### config.mk
export PLATFORM = sky130hd
export DESIGN_NAME = inst_encoder
export DESIGN_NICKNAME = d
export VERILOG_FILES = /design/src/rtl/inst_encoder.sv
export SDC_FILE = /design/constraint.sdc
export NUM_CORES = 1
export LEC_CHECK = 0
export ABC_AREA = 1
export CAP_MARGIN = 20
export CORE_MARGIN = 2
export CORE_UTILIZATION = 49
export CTS_CLUSTER_DIAMETER = 80
export CTS_CLUSTER_SIZE = 24
export DETAILED_ROUTE_END_ITERATION = 7
export PLACE_DENSITY = 0.82
export SLEW_MARGIN = 20
export SYNTH_ARGS = -nofsm -noshare
export SYNTH_HDL_FRONTEND = slang
export SYNTH_SLANG_ARGS = --single-unit
### constraint.sdc
create_clock -name clk -period 2 [get_ports clk]
set_input_delay 0.2 -clock clk [delete_from_list [all_inputs] [get_ports clk]]
set_output_delay 0.2 -clock clk [all_outputs]
set_load 0.01 [all_outputs]
### src/rtl/inst_encoder.sv
// RV32I instruction-word assembler with LI expansion.
// One-word output register, valid/ready on request and output sides.
module inst_encoder (
    input  logic        clk,
    input  logic        rst_n,
    input  logic        req_valid,
    output logic        req_ready,
    input  logic [2:0]  req_fmt,
    input  logic [6:0]  req_opcode,
    input  logic [2:0]  req_funct3,
    input  logic [6:0]  req_funct7,
    input  logic [4:0]  req_rd,
    input  logic [4:0]  req_rs1,
    input  logic [4:0]  req_rs2,
    input  logic [31:0] req_imm,
    output logic        out_valid,
    input  logic        out_ready,
    output logic [31:0] out_inst,
    output logic        out_last,
    output logic        out_err
);

    typedef enum logic [1:0] {
        IDLE,
        HOLD,
        HOLD_FIRST
    } state_t;

    localparam logic [6:0] OP_IMM = 7'b0010011;
    localparam logic [6:0] OP_LUI = 7'b0110111;

    state_t      state;
    logic [31:0] pend;

    logic [31:0] enc_inst;
    logic [31:0] enc_pend;
    logic        enc_last;
    logic        enc_err;
    logic        enc_has_pend;
    logic        fit12;
    logic        fit13;
    logic        fit21;
    logic [19:0] hi;

    assign req_ready = !out_valid || (out_ready && out_last);

    always_comb begin
        fit12 = (&req_imm[31:11]) || !(|req_imm[31:11]);
        fit13 = (&req_imm[31:12]) || !(|req_imm[31:12]);
        fit21 = (&req_imm[31:20]) || !(|req_imm[31:20]);
        // (imm + 0x800) >> 12 without carrying the unused low bits around
        hi = req_imm[31:12] + {19'd0, req_imm[11]};

        enc_inst     = 32'd0;
        enc_pend     = 32'd0;
        enc_last     = 1'b1;
        enc_err      = 1'b0;
        enc_has_pend = 1'b0;

        case (req_fmt)
            3'd0: begin
                enc_inst = {req_imm[11:0], req_rs1, req_funct3,
                            req_rd, req_opcode};
                enc_err  = !fit12;
            end
            3'd1: begin
                enc_inst = {req_funct7, req_imm[4:0], req_rs1,
                            req_funct3, req_rd, req_opcode};
                enc_err  = |req_imm[31:5];
            end
            3'd2: begin
                enc_inst = {req_imm[11:5], req_rs2, req_rs1,
                            req_funct3, req_imm[4:0], req_opcode};
                enc_err  = !fit12;
            end
            3'd3: begin
                enc_inst = {req_imm[12], req_imm[10:5], req_rs2,
                            req_rs1, req_funct3, req_imm[4:1],
                            req_imm[11], req_opcode};
                enc_err  = !fit13 || req_imm[0];
            end
            3'd4: begin
                enc_inst = {req_imm[20], req_imm[10:1], req_imm[11],
                            req_imm[19:12], req_rd, req_opcode};
                enc_err  = !fit21 || req_imm[0];
            end
            3'd5: begin
                if (fit12) begin
                    enc_inst = {req_imm[11:0], 5'd0, 3'b000,
                                req_rd, OP_IMM};
                end else begin
                    enc_inst = {hi, req_rd, OP_LUI};
                    if (|req_imm[11:0]) begin
                        enc_last     = 1'b0;
                        enc_has_pend = 1'b1;
                        enc_pend     = {req_imm[11:0], req_rd, 3'b000,
                                        req_rd, OP_IMM};
                    end
                end
            end
            default: begin
                enc_err = 1'b1;
            end
        endcase
    end

    always_ff @(posedge clk) begin
        if (!rst_n) begin
            state     <= IDLE;
            out_valid <= 1'b0;
            out_inst  <= 32'd0;
            out_last  <= 1'b0;
            out_err   <= 1'b0;
            pend      <= 32'd0;
        end else if (req_valid && req_ready) begin
            out_valid <= 1'b1;
            out_inst  <= enc_inst;
            out_last  <= enc_last;
            out_err   <= enc_err;
            pend      <= enc_pend;
            state     <= enc_has_pend ? HOLD_FIRST : HOLD;
        end else if (out_valid && out_ready) begin
            if (state == HOLD_FIRST) begin
                out_inst <= pend;
                out_last <= 1'b1;
                out_err  <= 1'b0;
                pend     <= 32'd0;
                state    <= HOLD;
            end else begin
                out_valid <= 1'b0;
                state     <= IDLE;
            end
        end
    end

endmodule

# --- Word level (Yosys, flattened, before mapping) ---
# Index checks and enable logic that the tools add are counted.
# W data, S select, Z words.
op_classes:
  eq_ne: 7
  addsub: 1
  n_reduce_logical: 30
  muxes: 31
ops:
  columns: ["cell", "n"]
  rows:
  - ["$mux W32", 10]
  - ["$pmux W32 S6", 1]
  - ["$reduce_or A27 Y1", 1]
  - ["$reduce_or A12 Y1", 2]
  - ["$reduce_and A21 Y1", 1]
  - ["$reduce_or A21 Y1", 1]
  - ["$add A20 B1 Y20", 1]
  - ["$reduce_and A20 Y1", 1]
  - ["$reduce_or A20 Y1", 1]
  - ["$mux W1", 16]
  - ["$reduce_and A12 Y1", 1]
  - ["$logic_not A1 Y1", 7]
  - ["$eq A3 B2 Y1 const B", 2]
  - ["$eq A3 B3 Y1 const B", 2]
  - ["$logic_or A1 B1 Y1", 6]
  - ["$mux W2", 3]
  - ["$pmux W1 S5", 1]
  - ["$reduce_and A2 Y1", 2]
  - ["$reduce_bool A2 Y1", 2]
  - ["$eq A3 B1 Y1 const B", 1]
  - ["$logic_and A1 B1 Y1", 3]
  - ["$logic_not A3 Y1", 1]
  - ["$eq A2 B2 Y1 const B", 1]
  - ["$ne A2 B2 Y1 const B", 1]
  - ["$reduce_or A2 Y1", 1]
word_totals:
  regBits: 69
  input_bits: 71
  out_inout_bits: 36
  elab_cells: 75

# --- Longest topological paths before layout ---
logic_depth:
  ltp_word: 7
  depth_mapped: 14
  mapped_depth_nobuf: 13

# --- Worst setup path before layout ---
# OpenSTA, ideal clock, no wires.
synth_timing:
  kind: "reg2reg"
  startpoint: "register out_valid"
  endpoint: "register out_inst[31]"
  arrival_ns: 1.512
  period_less_slack_ns: 1.633
  t_required_ns: 1.878
  setup_time_ns: 0.122
  n_path_buf: 1
  stages_incl_launch_ff: 9
  setup_slack_ns: 0.367
  path_cell_list: "dfxtp_1 -> nand2_1 -> nand2_2 -> inv_1 -> a21oi_4 -> inv_2 -> clkbuf_1 -> o21ai_0 -> a21oi_2"
synth_between:
  elab_chain_cells: 5
  elab_cells_between_ends: 8
  classes_between: "mux: 1; reduce/logical: 7"
synth_rtl:
  columns: ["element", "line", "rtl"]
  rows:
  - ["start: declaration", "16", "output logic out_valid,"]
  - ["start signal: assignment", "110", "out_valid <= 1'b0;"]
  - ["start signal: assignment", "116", "out_valid <= 1'b1;"]
  - ["start signal: assignment", "130", "out_valid <= 1'b0;"]
  - ["$logic_not A1 Y1 *", "45", "assign req_ready = !out_valid || (out_ready && out_last);"]
  - ["$logic_or A1 B1 Y1 *", "45", null]
  - ["net req_ready", "7", "output logic req_ready,"]
  - ["$logic_and A1 B1 Y1 *", "115", "end else if (req_valid && req_ready) begin"]
  - ["$reduce_bool A2 Y1 (no source line)", null, null]
  - ["$reduce_and A2 Y1 (no source line)", null, null]
  - ["end signal: assignment", "117", "out_inst <= enc_inst;"]
  - ["end signal: assignment", "124", "out_inst <= pend;"]
  - ["end: declaration", "18", "output logic [31:0] out_inst,"]
# Mark *: on every way through the listed nets, which the timed path passes. The rest lies on a longest branch.
# A chain may end at the register's enable or synchronous reset.

# --- Worst setup path in the final report ---
layout_timing:
  startpoint: "input req_imm[29]"
  endpoint: "register out_inst[14]"
layout_between:
  elab_chain_cells: 6
  elab_cells_between_ends: 7
  classes_between: "mux: 3; reduce/logical: 4"
layout_rtl:
  columns: ["element", "line", "rtl"]
  rows:
  - ["start: declaration", "15", "input logic [31:0] req_imm,"]
  - ["$reduce_or A21 Y1", "48", "fit12 = (&req_imm[31:11]) || !(|req_imm[31:11]);"]
  - ["$logic_not A1 Y1", "48", null]
  - ["$logic_or A1 B1 Y1 *", "48", null]
  - ["$mux W32 *", "88", "if (fit12) begin"]
  - ["$pmux W32 S6 *", "60", "case (req_fmt)"]
  - ["$mux W32 *", "115", null]
# Every way passes the cells marked *; elsewhere a longest branch is shown, timed or not.

==> run_results.csv <==
group,metric,value,unit
grt,grt_pass1_vias,4502,
timing,skew,0.006179,ns
floorplan,dieArea,0.008349,sq mm
worst_setup_path,crit_type,"in -> reg",
pwr,leakage,2.268,nW
placed_design,place_area,0.005284,sq mm
grt,grt_max_degree,37,
detailed_routing,vias,4633,
layout,multi_input_area,0.002308,sq mm
synth,yosys.area_share.simple,36.62,%
synth,synth_xor_area_share,2.809,%
clock_network,hold_buffers,0,
timing,hold_viol_final,0,
layout,final_common_cell,"nand2_1",
detailed_routing,drtAntennaViolNets,0,
synth,ys_seq_elements,55,
timing,setup_viol,0,
layout,finalCoreUtilization,73.94,%
layout,final_area,0.005420,sq mm
floorplan,die_width,91.38,microns
layout,diodes,0,
worst_setup_path,cp_slowest_cell,"clkdlybuf4s50_1",
placed_design,place.gp.congestion,0.9339,
floorplan,dieHeight,91.38,microns
status,run_status,"complete, no violations",
placed_design,dp_slack,-0.2813,ns
timing,period_share,87.95,%
detailed_routing,wire_per_inst,15.40,microns
detailed_routing,first_iter_violations,387,
layout,layout_common_cells,"nand2_1 (177), clkdlybuf4s50_1 (104), a21oi_1 (65)",
placed_design,io_buffers,106,
worst_setup_path,end_kind,"flip-flop",
worst_setup_path,path_max_fanout,6,
timing,rsz0062_at_grt,"false",
pwr,p_per_area,514.7,mW/mm^2
timing,tightestPinTransition,1.029,ns
clock_network,cts-buffers-inserted,5,
clock_network,cts_tree,"built",
layout,area_growth,44.88,%
timing,fin_crit,1.759,ns
worst_setup_path,critPathRequiredTime,2.16,ns
worst_setup_path,worstPathArrival,1.91,ns
clock_network,cts.sinks,55,
timing,worst_slack,0.2409,ns
worst_setup_path,max_stage_delay,0.54,ns
min_path,hold_class,"in -> reg",
clock_network,insertion_delay,0.31,ns
synth,synth_mux_area_share,0,%
detailed_routing,viasPerCell,5.496,
worst_setup_path,critPathLaunchType,"primary input",
layout,n_fill_cell,574,
floorplan,core_area,0.007331,sq mm
clock_network,clockRootBuffer,"clkbuf_8",
clock_network,postCtsSetupBuffers,0,
synth,synth_fa_ha_area_share,1.003,%
detailed_routing,drc,0,
layout,drive_gt1_share,15.59,%
floorplan,io_pins,107,
synth,yosysUniqueCellTypes,39,
pwr,total_power,2.790,mW
flow_run,max_cap_viol_count,0,
synth,syn_nets,666,
clock_network,cts_resized,0,
floorplan,rows,31,
clock_network,htreeDepth,2,
clock_network,clock_path_buffers,2,
layout,final_nets,818,
synth,synth_compound_area_share,20.60,%
synth,syn_inst,592,
synth,yosys_warnings,0,
detailed_routing,first_pass_iters,7,
floorplan,initial_core_util,51.03,%
worst_setup_path,path_cells,"clkdlybuf4s50_1 > nand2_1 > nor3_4 > nand3_2 > nand2_4 > nor2_4 > inv_2 > buf_4 > nor2_1 > o21ai_1 > a21oi_1",
timing,maxSlewHeadroom,31.30,%
grt,track_usage,31.24,%
detailed_routing,wl,12.98,mm
timing,finalMaxSlewViolations,0,
placed_design,hpwl,10.20,mm
synth,avgSynthCellArea,6.319,sq um
timing,max_freq,0.5685,GHz
synth,synth_top_family_by_area,"simple AND/OR/NAND/NOR gates",
clock_network,clk_pin_slew,0.10,ns
synth,syn_area,0.003741,sq mm
grt,antenna_found_initial,0,
pwr,ir_worst_vdd,0.4802,mV
layout,layout.area.seq,0.001101,sq mm
timing,fin_hold_ws,0.4205,ns
grt,grt_overflow_total,0,
grt,grt_first_pass_wirelength,21.36,mm
synth,ys_seq_area_share,29.43,%
## power by group
group,total (mW),internal [mW],switching [mW]
Combinational,0.867,0.420,0.448
Sequential,1.19,1.16,0.0350
Clock,0.729,0.367,0.362
## state kept, by name (all words and copies together) (netlist names)
name	flops
pend	18
out_valid	1
out_err	1
out_inst	32
state	2
out_last	1
## critical path: cells and delay by family
kind / cells / cell delay [ns]
buf+inv: 3 / 0.79
simple gates: 6 / 0.70
compound gates: 2 / 0.23
## synthesized netlist by cell type, drive strengths merged
cell type	n	area share, %
o211ai	9	1.8
buf	12	3.0
nor4	1	0.17
clkbuf	13	1.3
o21bai	3	0.60
a211oi	1	0.20
nand3b	1	0.20
inv	51	5.3
a21oi	74	11
xor2	10	2.3
a31oi	3	0.50
nor2	56	7.0
nand2	191	20
o22ai	1	0.17
nand3	50	7.2
nand4	3	0.50
dfxtp	55	29
o2111ai	1	0.23
a221oi	2	0.47
nor3	8	1.4
xnor2	2	0.47
o21ai	42	5.6
ha	3	1.0
## worst paths after layout
check / start / endpoint / slack, ns / cells after the start
min: req_imm[11] / pend[31] / 0.42 / 4
min reg2reg: out_inst[3] / out_inst[3] / 0.47 / 2
max reg2reg: out_valid / out_inst[18] / 0.39 / 8
max: req_imm[29] / out_inst[14] / 0.24 / 11
## layer usage
metal  vias to the layer above  track usage [%]  wire length [microns]
met1                      2120            39.94                   5388
li1                       2244                -                      -
met2                       229            52.84                   6161
met4                         0            11.36                    445
met3                        40            5.228                    982
met5                         -                0                      0
## final cells by class
cell class                      count  share of cell area [%]
Tap cell                           99                   2.285
Multi-Input combinational cell    461                   42.59
Clock buffer                        5                   1.270
Clock inverter                      2                  0.6925
Inverter                           51                   3.624
Sequential cell                    55                   20.31
Timing Repair Buffer              170                   29.22
## through the flow
stage / instances / TNS [ns]
after global routing: 843 / 0
after global placement: 836 / -2.740
after detailed placement: 836 / -5.916
after floorplan: 592 / 0
final: 843 / 0
after CTS: 843 / 0
## kinds of logic after synthesis
logic type	after synthesis
AND/OR/NAND/NOR	310
flip-flops	55
XOR/XNOR	12
AO/OA/AOI/OAI	136
adder cells (fa/ha/maj)	3
buffers and inverters	76
(Power assumes the default switching activity.)
